$ cat config.mk
export PLATFORM = sky130hd
export DESIGN_NAME = lp_arith_sequencer
export DESIGN_NICKNAME = d
export VERILOG_FILES = /design/src/rtl/lp_arith_sequencer.sv
export SDC_FILE = /design/constraint.sdc
export NUM_CORES = 1
export LEC_CHECK = 0
export ABC_AREA = 1
export BUFFER_PORTS_ARGS = -buffer_cell sky130_fd_sc_hd__buf_2
export CAP_MARGIN = 20
export CORE_UTILIZATION = 25
export CTS_CLUSTER_SIZE = 12
export DETAILED_ROUTE_END_ITERATION = 10
export PLACE_DENSITY = 0.58
export SETUP_SLACK_MARGIN = 0.3
export SYNTH_ARGS = -nofsm -noshare
export SYNTH_HDL_FRONTEND = slang
export SYNTH_SLANG_ARGS = --single-unit
$ cat constraint.sdc
create_clock -name clk -period 2 [get_ports clk]
set_input_delay 0.4 -clock clk [delete_from_list [all_inputs] [get_ports clk]]
set_output_delay 0.4 -clock clk [all_outputs]
set_load 0.05 [all_outputs]
$ cat src/rtl/lp_arith_sequencer.sv
// Issue/capture sequencer around a combinational add/sub/mul unit.
// Keeps the unit parked at op=11 with zero operands unless an op is executing.
module lp_arith_sequencer #(
    parameter int WIDTH = 8,
    parameter int CNT_W = 16
) (
    input  logic               clk,
    input  logic               rst_n,
    input  logic               in_valid,
    output logic               in_ready,
    input  logic [WIDTH-1:0]   in_a,
    input  logic [WIDTH-1:0]   in_b,
    input  logic [1:0]         in_op,
    output logic [WIDTH-1:0]   alu_a,
    output logic [WIDTH-1:0]   alu_b,
    output logic [1:0]         alu_op,
    input  logic [2*WIDTH-1:0] alu_result,
    output logic               out_valid,
    input  logic               out_ready,
    output logic [2*WIDTH-1:0] out_data,
    output logic [1:0]         out_op,
    output logic               busy,
    output logic [CNT_W-1:0]   op_count
);

    typedef enum logic [1:0] {
        IDLE,
        EXEC,
        DONE
    } state_t;

    localparam logic [1:0] OP_NOP = 2'b11;

    state_t           state;
    state_t           state_nx;
    logic [WIDTH-1:0] req_a;
    logic [WIDTH-1:0] req_b;
    logic [1:0]       req_op;
    logic             accept;
    logic             issue;
    logic             exec;
    logic             handoff;

    assign in_ready = (state == IDLE) || (state == DONE && out_ready);
    assign accept   = in_valid && in_ready;
    assign issue    = accept && (in_op != OP_NOP);
    assign exec     = (state == EXEC);
    assign handoff  = out_valid && out_ready;
    assign busy     = (state != IDLE);

    // Operands only reach the unit during EXEC so it never toggles otherwise.
    assign alu_a  = exec ? req_a : '0;
    assign alu_b  = exec ? req_b : '0;
    assign alu_op = exec ? req_op : OP_NOP;

    always_comb begin
        state_nx = state;
        unique case (state)
            IDLE: if (issue) state_nx = EXEC;
            EXEC: state_nx = DONE;
            DONE: begin
                if (out_ready) state_nx = issue ? EXEC : IDLE;
            end
            default: state_nx = IDLE;
        endcase
    end

    always_ff @(posedge clk or negedge rst_n) begin
        if (!rst_n) begin
            state     <= IDLE;
            req_a     <= '0;
            req_b     <= '0;
            req_op    <= '0;
            out_data  <= '0;
            out_op    <= '0;
            out_valid <= 1'b0;
            op_count  <= '0;
        end else begin
            state <= state_nx;
            if (issue) begin
                req_a  <= in_a;
                req_b  <= in_b;
                req_op <= in_op;
            end
            if (exec) begin
                out_data  <= alu_result;
                out_op    <= req_op;
                out_valid <= 1'b1;
            end else if (handoff) begin
                out_valid <= 1'b0;
            end
            if (handoff) op_count <= op_count + 1'b1;
        end
    end

endmodule
==> flow_metrics.tcl <==
set metrics [dict create \
    status "finished, final reports clean" \
    powerDensity_nw_per_um2 1100 \
    layout.cells.non_filler 503 \
    grt.total_usage 0.117 \
    crit_fanout 4 \
    crit_buf_inv 3 \
    htreeDepth 2 \
    cts_made_buffers 5 \
    critPathMaxStageDelay_ns 0.42 \
    dr.pass1.iters 4 \
    ys.flop_type "dfrtp_1" \
    max-vdd-ir-drop_mv 0.320 \
    setup_viol 0 \
    power_frac_clock 0.157 \
    synth-edff-count 0 \
    path_clk_slew_ns 0.10 \
    crit_path_end_kind "output pin" \
    n_antenna_cell 0 \
    comb_power_share 0.444 \
    pwr-share-seq 0.399 \
    post-route-min-period_ns 1.73 \
    synth_cell_type_count 26 \
    synth_mux_area_frac 0 \
    hold_viol_final 0 \
    core_region_area_um2 9370 \
    max_freq_mhz 577 \
    hpwl_um 3980 \
    drc 0 \
    fin_tns_setup_ns 0 \
    drive_gt1_frac 0.428 \
    async_reset_ff_frac 1.00 \
    die-area_um2 10200 \
    tritoncts "yes" \
    hold_buffers 0 \
    crit_chain "buf_4 > inv_2 > nor2_2 > nor2_4 > buf_6" \
    ant_nets 0 \
    clock_skew_ns 0.00538 \
    dp_cells 487 \
    port_buffers 92 \
    area_growth_pct 42.6 \
    syn_area_um2 2450 \
    worstSkewPairLatency_ns 0.30 \
    worstPathArrival_ns 1.33 \
    cp_slowest_cell "dfrtp_1" \
    synth_top_family_by_area "simple AND/OR/NAND/NOR gates" \
    synth.top_cell.area_share 0.562 \
    yosysTopAreaCell "dfrtp_1" \
    maxSlewViolCount 0 \
    grt_pass1_wl_um 9230 \
    rows 35 \
    worstMarginPinSlew_ns 0.491 \
    yosysSeqAreaShare 0.562 \
    synth-xor-area-share 0.0393 \
    grt_max_degree 37 \
    vias 2033 \
    synthesis.nets 309 \
    clockBufferDepth 2 \
    critPathKind "reg2out" \
    initial_core_util 0.261 \
    totalWireLength_um 5610 \
    fin_nets 412 \
    antenna_found_initial 0 \
    synth_fa_ha_area_frac 0.00511 \
    io_pins 93 \
    cellLeakagePower_uw 0.00180 \
    yosysWarningCount 0 \
    place_congestion 0.799 \
    cp_top_family "flip-flops" \
    fillers 990 \
    synth-simple-area-share 0.248 \
    synth_area_per_cell_um2 9.07 \
    wl_per_cell_um 11.1 \
    netSwitchingPower_uw 1760 \
    fin_crit_sh 0.867 \
    sw_frac_of_total 0.459 \
    maxSlewHeadroom 0.673 \
    synth_most_common_cell "nand2_1" \
    max_cap_violations 0 \
    die_height_um 101 \
    cp.required_ns 1.60 \
    ys_seq_elements 55 \
    internal_power_uw 2080 \
    synthTopCellsByCount "90 x nand2_1, 55 x dfrtp_1, 29 x inv_1" \
    synthTopCellsByArea "dfrtp_1 56%, nand2_1 14%, o21ai_2 4.6%" \
    cts_root_buf "clkbuf_8" \
    grt_overflow 0 \
    synth_compound_area_frac 0.0690 \
    drt_iter0_drc 53 \
    grt_pass1_vias 1972 \
    fp.dieW_um 101 \
    syn_inst 270 \
    rsz0062_at_grt "yes" \
    via_per_inst 4.04 \
    start_kind "flop" \
    min_path_type "in2async" \
    cts.sinks 55 \
]
==> per-layer routing <==
layer,wire length [µm],up-vias,GRT usage
met4,17,0,0.0334
met3,301,2,0.0340
met5,0,-,0
met1,2500,948,0.145
li1,-,1026,-
met2,2790,57,0.197
==> path summary, 6_finish.rpt <==
path                          startpoint     endpoint  slack (ns)  cells past startpoint
max reg2reg                     state[1]     req_b[3]        0.42                      8
max in group asynchronous          rst_n     req_a[5]        1.40                      2
max                             state[1]     in_ready        0.27                      5
min reg2reg                  out_data[2]  out_data[2]        0.47                      2
min                                rst_n    out_op[1]        0.05                      1
min in group clk           alu_result[9]  out_data[9]        0.29                      3
==> power groups by stage <==
stage / combinational [µW] / sequential [µW] / clock, µW
floorplan: 547 / 2170 / 0
global placement: 1530 / 1550 / 0
detailed placement: 1550 / 1560 / 0
CTS: 1680 / 1540 / 653
global route: 1820 / 1570 / 692
finish: 1700 / 1530 / 604
==> sequential cells by signal, indices dropped and copies added (netlist names) <==
name,count
out_data,16
state,2
req_a,8
req_op,2
op_count,16
req_b,8
out_op,2
out_valid,1
==> through the flow <==
step                area [µm²]  utilization  setup WS (ns)  hold slack [ns]  power [µW]
global placement          3070        0.327          0.462            0.392        3080
finish                    3490        0.373          0.266           0.0478        3840
detailed placement        3070        0.327          0.398            0.402        3100
global route              3490        0.373          0.192           0.0634        4080
CTS                       3430        0.366          0.238           0.0480        3870
floorplan                 2460            -          0.125            0.104        2720
==> logic make-up after synthesis <==
logic type	count (synthesis)
flops	55
fa+ha+maj	1
xor+xnor	11
compound gates	23
buf+inv	41
simple gates	139
==> layout make-up <==
class,count,area [µm²],share of cell area
Tap cell,129,161,0.0462
Clock inverter,2,12.5,0.00358
Clock buffer,6,72.6,0.0208
Timing Repair Buffer,103,713,0.204
Inverter,33,139,0.0398
Sequential cell,55,1380,0.394
Timing Repair inverter,1,11.3,0.00322
Multi-Input combinational cell,174,1010,0.288
==> placed cells by master (no fill, tap or decap), drive strengths merged <==
cell type  Yosys  final
xnor2          7      7
clkbuf         2      6
a21oi          3      3
ha             1      1
nand4          5      5
nor3           1      1
dfrtp         55     55
xor2           4      4
o21a           2      2
clkinv         0      1
nand2         95     95
nand3          5      5
buf            6    103
inv           33     34
clkinvlp       0      1
o21ai         18     18
nor2          33     33
==> worst reg2reg max path: stages, from the launching register on <==
cell,delay (ns)
dfrtp_1,0.42
buf_4,0.15
inv_2,0.05
nor2_2,0.04
nor2_4,0.18
nand3_4,0.13
inv_4,0.33
nand2_1,0.14
o21ai_2,0.07
==> repair_timing <==
item / in CTS / in global routing
resized for setup: 67 / 12
setup buffers: 5 / 2
endpoints found under the setup margin: 19 / 19
cloned: 1 / 0
pin swaps: 1 / 1
hold endpoints to repair: 0 / 0
Power figures use the tool's default switching activity.
